--- src/rtl/peripheral_uart_if.sv ---
// peripheral_uart_if
//   PU-side peripheral bus for the UART.
//   enabled            : pipeline advance qualifier from the PU
//   peripheral_op      : peripheral operation present (condition met)
//   peripheral_write   : 1 = push byte to TX, 0 = pop byte from RX
//   peripheral_out     : byte written by the PU
//   peripheral_in      : RX FIFO head byte, 8'h00 when RX is empty
//   peripheral_success : result of the current operation
//
// Handshake: an operation is offered when enabled & peripheral_op are both
// high in a cycle. peripheral_success answers combinationally in that same
// cycle (1 = accepted, 0 = refused). An accepted write or read takes effect
// at the next clock edge. A refused operation changes nothing and is not
// retried by the peripheral; the PU sees it as N = ~success.
interface peripheral_uart_if;
  logic       enabled;
  logic       peripheral_op;
  logic       peripheral_write;
  logic [7:0] peripheral_out;
  logic [7:0] peripheral_in;
  logic       peripheral_success;

  modport master (
    output enabled, peripheral_op, peripheral_write, peripheral_out,
    input  peripheral_in, peripheral_success
  );

  modport slave (
    input  enabled, peripheral_op, peripheral_write, peripheral_out,
    output peripheral_in, peripheral_success
  );
endinterface

--- src/rtl/peripheral_uart.sv ---
// peripheral_uart
//   8N1 UART with TX and RX FIFOs, attached to the PU peripheral bus.
// Ports:
//   clock, reset  : single clock, synchronous active-high reset
//   bus           : PU peripheral bus (slave side)
//   uart_tx       : serial transmit line, idle high, registered
//   uart_rx       : asynchronous serial receive line, idle high
//   rx_overflow   : sticky, a received byte was dropped because RX was full
//   tx_state      : debug view of the TX FSM (0 IDLE, 1 START, 2 DATA, 3 STOP)
//   rx_state      : debug view of the RX FSM (same encoding)
//   tx_count      : debug view of the TX FIFO fill level
//   rx_count      : debug view of the RX FIFO fill level
module peripheral_uart #(
  parameter int CLKS_PER_BIT = 434,
  parameter int FIFO_DEPTH   = 8
) (
  input  logic                        clock,
  input  logic                        reset,
  peripheral_uart_if.slave            bus,
  output logic                        uart_tx,
  input  logic                        uart_rx,
  output logic                        rx_overflow,
  output logic [1:0]                  tx_state,
  output logic [1:0]                  rx_state,
  output logic [$clog2(FIFO_DEPTH):0] tx_count,
  output logic [$clog2(FIFO_DEPTH):0] rx_count
);

  localparam int PW = $clog2(FIFO_DEPTH);
  localparam int CW = PW + 1;
  localparam logic [CW-1:0] DEPTH_C  = CW'(FIFO_DEPTH);
  localparam logic [15:0]   BAUD_MAX = 16'(CLKS_PER_BIT - 1);
  // The falling edge is seen one cycle before START is entered, so the
  // mid-start sample lands at count HALF-1 of the START state.
  localparam logic [15:0]   BAUD_MID = 16'(CLKS_PER_BIT / 2 - 1);

  typedef enum logic [1:0] {
    ST_IDLE  = 2'd0,
    ST_START = 2'd1,
    ST_DATA  = 2'd2,
    ST_STOP  = 2'd3
  } uart_state_t;

  // ---------------------------------------------------------------------
  // PU bus decode
  // ---------------------------------------------------------------------
  logic accepted;
  logic tx_push;
  logic rx_pop;

  assign accepted = bus.enabled & bus.peripheral_op & ~reset;
  assign tx_push  = accepted &  bus.peripheral_write & (tx_count < DEPTH_C);
  assign rx_pop   = accepted & ~bus.peripheral_write & (rx_count != '0);
  assign bus.peripheral_success = tx_push | rx_pop;

  // ---------------------------------------------------------------------
  // TX FIFO
  // ---------------------------------------------------------------------
  logic [7:0]    tx_mem [FIFO_DEPTH];
  logic [PW-1:0] tx_wr_ptr;
  logic [PW-1:0] tx_rd_ptr;
  logic          tx_pop;

  always_ff @(posedge clock) begin
    if (tx_push) tx_mem[tx_wr_ptr] <= bus.peripheral_out;
  end

  always_ff @(posedge clock) begin
    if (reset) begin
      tx_wr_ptr <= '0;
      tx_rd_ptr <= '0;
      tx_count  <= '0;
    end else begin
      if (tx_push) tx_wr_ptr <= tx_wr_ptr + 1'b1;
      if (tx_pop)  tx_rd_ptr <= tx_rd_ptr + 1'b1;
      tx_count <= tx_count + CW'(tx_push) - CW'(tx_pop);
    end
  end

  // ---------------------------------------------------------------------
  // TX FSM
  // ---------------------------------------------------------------------
  uart_state_t tx_st, tx_st_n;
  logic [15:0] tx_baud, tx_baud_n;
  logic [2:0]  tx_bit, tx_bit_n;
  logic [7:0]  tx_shift, tx_shift_n;
  logic        tx_line_n;

  always_ff @(posedge clock) begin
    if (reset) begin
      tx_st    <= ST_IDLE;
      tx_baud  <= '0;
      tx_bit   <= '0;
      tx_shift <= '0;
      uart_tx  <= 1'b1;
    end else begin
      tx_st    <= tx_st_n;
      tx_baud  <= tx_baud_n;
      tx_bit   <= tx_bit_n;
      tx_shift <= tx_shift_n;
      uart_tx  <= tx_line_n;
    end
  end

  always_comb begin
    tx_st_n    = tx_st;
    tx_baud_n  = tx_baud + 16'd1;
    tx_bit_n   = tx_bit;
    tx_shift_n = tx_shift;
    tx_pop     = 1'b0;
    case (tx_st)
      ST_IDLE: begin
        tx_baud_n = '0;
        if (tx_count != '0) begin
          tx_pop     = 1'b1;
          tx_shift_n = tx_mem[tx_rd_ptr];
          tx_st_n    = ST_START;
        end
      end
      ST_START: begin
        if (tx_baud == BAUD_MAX) begin
          tx_baud_n = '0;
          tx_bit_n  = '0;
          tx_st_n   = ST_DATA;
        end
      end
      ST_DATA: begin
        if (tx_baud == BAUD_MAX) begin
          tx_baud_n = '0;
          if (tx_bit == 3'd7) begin
            tx_st_n = ST_STOP;
          end else begin
            tx_bit_n   = tx_bit + 3'd1;
            tx_shift_n = {1'b0, tx_shift[7:1]};
          end
        end
      end
      ST_STOP: begin
        if (tx_baud == BAUD_MAX) begin
          tx_baud_n = '0;
          // Chain straight into the next frame so no idle bit is inserted.
          if (tx_count != '0) begin
            tx_pop     = 1'b1;
            tx_shift_n = tx_mem[tx_rd_ptr];
            tx_st_n    = ST_START;
          end else begin
            tx_st_n = ST_IDLE;
          end
        end
      end
      default: tx_st_n = ST_IDLE;
    endcase

    // The line level is derived from the next state so the register holds
    // exactly what the FSM will be sending during the coming cycle.
    case (tx_st_n)
      ST_START: tx_line_n = 1'b0;
      ST_DATA:  tx_line_n = tx_shift_n[0];
      default:  tx_line_n = 1'b1;
    endcase
  end

  assign tx_state = tx_st;

  // ---------------------------------------------------------------------
  // RX synchronizer and edge detect
  // ---------------------------------------------------------------------
  logic rx_s1, rx_s2, rx_d;

  always_ff @(posedge clock) begin
    if (reset) begin
      rx_s1 <= 1'b1;
      rx_s2 <= 1'b1;
      rx_d  <= 1'b1;
    end else begin
      rx_s1 <= uart_rx;
      rx_s2 <= rx_s1;
      rx_d  <= rx_s2;
    end
  end

  // ---------------------------------------------------------------------
  // RX FIFO
  // ---------------------------------------------------------------------
  logic [7:0]    rx_mem [FIFO_DEPTH];
  logic [PW-1:0] rx_wr_ptr;
  logic [PW-1:0] rx_rd_ptr;
  logic          rx_push;
  logic          rx_ovf_set;
  logic [7:0]    rx_shift, rx_shift_n;

  always_ff @(posedge clock) begin
    if (rx_push) rx_mem[rx_wr_ptr] <= rx_shift;
  end

  always_ff @(posedge clock) begin
    if (reset) begin
      rx_wr_ptr   <= '0;
      rx_rd_ptr   <= '0;
      rx_count    <= '0;
      rx_overflow <= 1'b0;
    end else begin
      if (rx_push)    rx_wr_ptr <= rx_wr_ptr + 1'b1;
      if (rx_pop)     rx_rd_ptr <= rx_rd_ptr + 1'b1;
      if (rx_ovf_set) rx_overflow <= 1'b1;
      rx_count <= rx_count + CW'(rx_push) - CW'(rx_pop);
    end
  end

  assign bus.peripheral_in = (rx_count != '0 && !reset) ? rx_mem[rx_rd_ptr] : 8'h00;

  // ---------------------------------------------------------------------
  // RX FSM
  // ---------------------------------------------------------------------
  uart_state_t rx_st, rx_st_n;
  logic [15:0] rx_baud, rx_baud_n;
  logic [2:0]  rx_bit, rx_bit_n;

  always_ff @(posedge clock) begin
    if (reset) begin
      rx_st    <= ST_IDLE;
      rx_baud  <= '0;
      rx_bit   <= '0;
      rx_shift <= '0;
    end else begin
      rx_st    <= rx_st_n;
      rx_baud  <= rx_baud_n;
      rx_bit   <= rx_bit_n;
      rx_shift <= rx_shift_n;
    end
  end

  always_comb begin
    rx_st_n    = rx_st;
    rx_baud_n  = rx_baud + 16'd1;
    rx_bit_n   = rx_bit;
    rx_shift_n = rx_shift;
    rx_push    = 1'b0;
    rx_ovf_set = 1'b0;
    case (rx_st)
      ST_IDLE: begin
        rx_baud_n = '0;
        if (rx_d && !rx_s2) rx_st_n = ST_START;
      end
      ST_START: begin
        if (rx_baud == BAUD_MID) begin
          rx_baud_n = '0;
          rx_bit_n  = '0;
          // A start bit that is high again at mid-bit was only a glitch.
          rx_st_n   = rx_s2 ? ST_IDLE : ST_DATA;
        end
      end
      ST_DATA: begin
        if (rx_baud == BAUD_MAX) begin
          rx_baud_n  = '0;
          rx_shift_n = {rx_s2, rx_shift[7:1]};
          if (rx_bit == 3'd7) rx_st_n = ST_STOP;
          else                rx_bit_n = rx_bit + 3'd1;
        end
      end
      ST_STOP: begin
        if (rx_baud == BAUD_MAX) begin
          rx_baud_n = '0;
          rx_st_n   = ST_IDLE;
          // A low stop bit is a framing error: the byte is dropped silently.
          if (rx_s2) begin
            if (rx_count != DEPTH_C) rx_push    = 1'b1;
            else                     rx_ovf_set = 1'b1;
          end
        end
      end
      default: rx_st_n = ST_IDLE;
    endcase
  end

  assign rx_state = rx_st;

endmodule

--- src/flat_wrapper.sv ---
// flat-port wrapper written by rule: the top's interface ports become plain ports
module peripheral_uart_flat 
#(
  parameter int CLKS_PER_BIT = 434,
  parameter int FIFO_DEPTH   = 8
)
  (clock, reset, uart_tx, uart_rx, rx_overflow, tx_state, rx_state, tx_count, rx_count, bus_enabled, bus_peripheral_op, bus_peripheral_write, bus_peripheral_out, bus_peripheral_in, bus_peripheral_success);
  peripheral_uart_if bus_i ();
  input  logic clock;
  input  logic reset;
  output logic uart_tx;
  input  logic uart_rx;
  output logic rx_overflow;
  output logic [1:0] tx_state;
  output logic [1:0] rx_state;
  output logic [$clog2(FIFO_DEPTH):0] tx_count;
  output logic [$clog2(FIFO_DEPTH):0] rx_count;
  input wire logic [$bits(bus_i.enabled)-1:0] bus_enabled;
  input wire logic [$bits(bus_i.peripheral_op)-1:0] bus_peripheral_op;
  input wire logic [$bits(bus_i.peripheral_write)-1:0] bus_peripheral_write;
  input wire logic [$bits(bus_i.peripheral_out)-1:0] bus_peripheral_out;
  output wire logic [$bits(bus_i.peripheral_in)-1:0] bus_peripheral_in;
  output wire logic [$bits(bus_i.peripheral_success)-1:0] bus_peripheral_success;
  assign bus_i.enabled = bus_enabled;
  assign bus_i.peripheral_op = bus_peripheral_op;
  assign bus_i.peripheral_write = bus_peripheral_write;
  assign bus_i.peripheral_out = bus_peripheral_out;
  assign bus_peripheral_in = bus_i.peripheral_in;
  assign bus_peripheral_success = bus_i.peripheral_success;
  peripheral_uart #(.CLKS_PER_BIT(CLKS_PER_BIT), .FIFO_DEPTH(FIFO_DEPTH)) u_core (.clock(clock), .reset(reset), .bus(bus_i), .uart_tx(uart_tx), .uart_rx(uart_rx), .rx_overflow(rx_overflow), .tx_state(tx_state), .rx_state(rx_state), .tx_count(tx_count), .rx_count(rx_count));
endmodule
--- config.mk ---
export PLATFORM = sky130hd
export DESIGN_NAME = peripheral_uart_flat
export DESIGN_NICKNAME = d
export VERILOG_FILES = /design/src/rtl/peripheral_uart_if.sv /design/src/rtl/peripheral_uart.sv /design/src/flat_wrapper.sv
export SDC_FILE = /design/constraint.sdc
export NUM_CORES = 1
export LEC_CHECK = 0
export ABC_CLOCK_PERIOD_IN_PS = 2900
export CAP_MARGIN = 20
export CELL_PAD_IN_SITES_DETAIL_PLACEMENT = 1
export CELL_PAD_IN_SITES_GLOBAL_PLACEMENT = 1
export CORE_AREA = 2 2 145 147
export DETAILED_ROUTE_END_ITERATION = 10
export DIE_AREA = 0 0 147 149
export PLACE_DENSITY_LB_ADDON = 0.1
export SYNTH_ARGS = -nofsm -noshare
export SYNTH_HDL_FRONTEND = slang
export SYNTH_SLANG_ARGS = --single-unit
--- constraint.sdc ---
create_clock -name clock -period 2.9 [get_ports clock]
set_clock_uncertainty 0.2 [all_clocks]
set_input_delay 0.58 -clock clock [delete_from_list [all_inputs] [get_ports clock]]
set_output_delay 0.58 -clock clock [all_outputs]
set_load 0.1 [all_outputs]
==> reports/qor.yml <==
worst_setup_path:
  cp_cell_sequence: "buf_12, mux4_2, mux2i_1, nor2_4, buf_12"
  worst_ep_required_time_ns: 2.12
  crit_buf_inv: 2
  rrSetupSlack_ns: 0.15
  cp_slowest_stage_delay_ns: 0.50
  end_kind: "primary output"
  crit_slowest_cell: "mux4_2"
  path_max_fanout: 8
  worstSetupPathType: "flop to primary output"
  crit_family: "multiplexers"
  cp.arrival_ns: 2.07
  start_kind: "flop"
  cpMostUsedCell: "buf_12"
placed_design:
  placed_area_um2: 10100
  place_congestion: 0.727
  port_buffers: 36
  place_hpwl_mm: 12.7
synth:
  synth.distinct_cells: 59
  async_flop_share: 0
  synth_edf_count: 128
  synth_area_um2: 9160
  synthTopCellsByArea: "edfxtp_1 (42%), dfxtp_1 (19%), mux4_2 (7.9%)"
  synthesis.nets: 728
  ys.flop_type: "edfxtp_1"
  yosysSeqAreaShare: 0.614
  syn_avg_cell_area_um2: 13.4
  synth_top_area_cell: "edfxtp_1"
  synth_top_area_share: 0.420
  yosysWarnings: 0
  synth_cells: 683
  ys_seq_elements: 217
routing:
  drtIter0Drc: 176
  ant_nets: 0
  num_vias: 5537
  vias_per_cell: 5.30
  drt_wl_total_mm: 19.3
  drt-pass1-iter-count: 4
  wl_per_cell_um: 18.5
  route.detailed.drc: 0
clocking:
  cts.path.max_buffers: 3
  htreeDepth: 1
  cts_tree: "built"
  cts-root-buf: "clkbuf_16"
  clkLatencyLatePin_ns: 0.52
  cts.sinks: 217
  holdBufCountCts: 0
  numCtsBuffers: 24
  clk_pin_slew_ns: 0.06
floorplanning:
  die_area_um2: 21900
  ios: 37
  initial_core_util: 0.445
  die_h_um: 149
  num_rows: 53
  die_w_um: 147
  core_um2: 20600
global_routing:
  grt.total_usage: 0.180
  grt_pass1_wl_mm: 31.3
  first_global_vias: 6029
  grt_overflow: 0
  grt_max_degree: 56
  antenna_found_initial: 0
cells_and_area:
  final_layout_size_suffix_gt1_frac: 0.226
  fin_nets: 796
  final_cell_area_um2: 11100
  syn_to_final_growth_pct: 21.6
  insertedDiodeCount: 0
run:
  cap_violations: 0
hold_path:
  holdCritPathClass: "flop to flop"
sta:
  tightest_slew_ns: 0.784
  final_hold_viol_count: 0
  drv_slew: 0
  relSlewSlack: 0.477
  max_freq_mhz: 351
  fin_crit_ns: 2.85
  rsz0062_at_grt: "true"
  setup_viol: 0
  period_share: 0.983
  final.setup.tns_ns: 0
pwr:
  irDropWorstVdd_uv: 584
  p_per_area_nw_per_um2: 801
  p_leak_nw: 3.77
run_status:
  status: "completed"
==> final cells by class <==
type                            count  area, um^2
Timing Repair Buffer               67         676
Sequential cell                   217        5660
Clock inverter                     18         295
Fill cell                        2040        9420
Inverter                           32         120
Tap cell                          275         344
Multi-Input combinational cell    409        3420
Clock buffer                       26         629
==> sequential cells by signal (all words and copies together), names as in the netlist, 3 cells and up, named ones only <==
| name | cells |
|---|---|
| u_core.rx_wr_ptr | 3 |
| u_core.tx_wr_ptr | 3 |
| u_core.rx_count | 4 |
| u_core.tx_bit | 3 |
| u_core.tx_count | 4 |
| u_core.tx_shift | 8 |
| u_core.tx_baud | 16 |
| u_core.rx_bit | 3 |
| u_core.rx_rd_ptr | 3 |
| u_core.tx_rd_ptr | 3 |
| u_core.rx_baud | 16 |
| u_core.rx_mem | 64 |
| u_core.tx_mem | 64 |
| u_core.rx_shift | 8 |
==> path summary, 6_finish.rpt <==
| kind | start | endpoint | cells after the start |
|---|---|---|---|
| max | flop | bus_peripheral_in[4] | 5 |
| min | u_core.rx_s1 | u_core.rx_s2 | 1 |
| min reg2reg | u_core.rx_s1 | u_core.rx_s2 | 1 |
| max reg2reg | u_core.tx_count[2] | u_core.tx_count[2] | 12 |
==> synth_stat cells (all sizes together) (2+ instances only) <==
library cell,instances
o31a,2
a2bb2oi,7
nand3,8
nor3,15
and4bb,3
or3b,2
or3,12
a21o,4
nand3b,3
fa,2
nor4,6
or4,3
xor2,12
o21ai,17
xnor2,22
nand2b,8
inv,32
ha,29
mux2i,30
and2,5
and3,6
dfxtp,89
mux4,32
nor2,86
buf,10
clkbuf,15
or2,4
nor2b,8
o21a,2
nand2,29
edfxtp,128
nand4,9
a21oi,25
and4,2
==> metrics by stage <==
| step | setup WS (ns) | hold WS [ns] | power, mW | util | instances |
|---|---|---|---|---|---|
| after floorplan | 0.0596 | 0.189 | 4.94 | - | 683 |
| after global placement | 0.00969 | 0.202 | 5.38 | 0.492 | 998 |
| after detailed placement | -0.0792 | 0.195 | 5.43 | 0.492 | 998 |
| after CTS | 0.00971 | 0.208 | 8.99 | 0.540 | 1043 |
| after global routing | -0.0285 | 0.218 | 9.29 | 0.542 | 1044 |
| final | 0.0500 | 0.207 | 8.92 | 0.542 | 1044 |
==> worst register-to-register path, cell delays in order, from the launching register on <==
cell and delay, ns:
dfxtp_4 0.34, inv_1 0.08, ha_1 0.14, or3b_4 0.40, nand2_1 0.12, o21a_4 0.16
nor2_1 0.05, ha_1 0.27, inv_1 0.05, ha_1 0.21, fa_1 0.39, xnor2_1 0.16
nor2_1 0.05
==> repair_timing <==
action,4_1_cts,5_1_grt
buffers inserted,0,1
gates resized for setup,10,5
pin swaps,0,2
setup endpoints to repair,8,9
gates cloned,1,0
==> layer usage <==
layer,up-vias,GRT usage,routed length (um)
li1,2638,-,-
met5,-,0,0
met2,58,0.331,9980
met1,2804,0.219,8330
met4,0,0.0563,520
met3,37,0.0266,486
==> kinds of logic after synthesis <==
logic type,share of synthesized area
flops,0.614
compound gates,0.0500
buf+inv,0.0246
simple gates,0.123
mux,0.112
fa+ha+maj,0.0440
xor+xnor,0.0325
==> placed cells by master, fill, tap and decap left out, types with 24 or more instances in the layout <==
cell type,count
a21oi_1,24
buf_4,43
clkbuf_16,25
dfxtp_1,75
edfxtp_1,128
ha_1,29
inv_1,31
mux2i_1,26
mux4_2,32
nand2_1,28
nor2_1,77
==> power by group <==
part           switching, mW  internal, mW  leakage, nW
combinational           1.14         0.766         1.42
clock                   1.24          2.28        0.447
sequential             0.106          3.38         1.90
total                   2.49          6.43         3.77
Power figures use the tool's default switching activity.
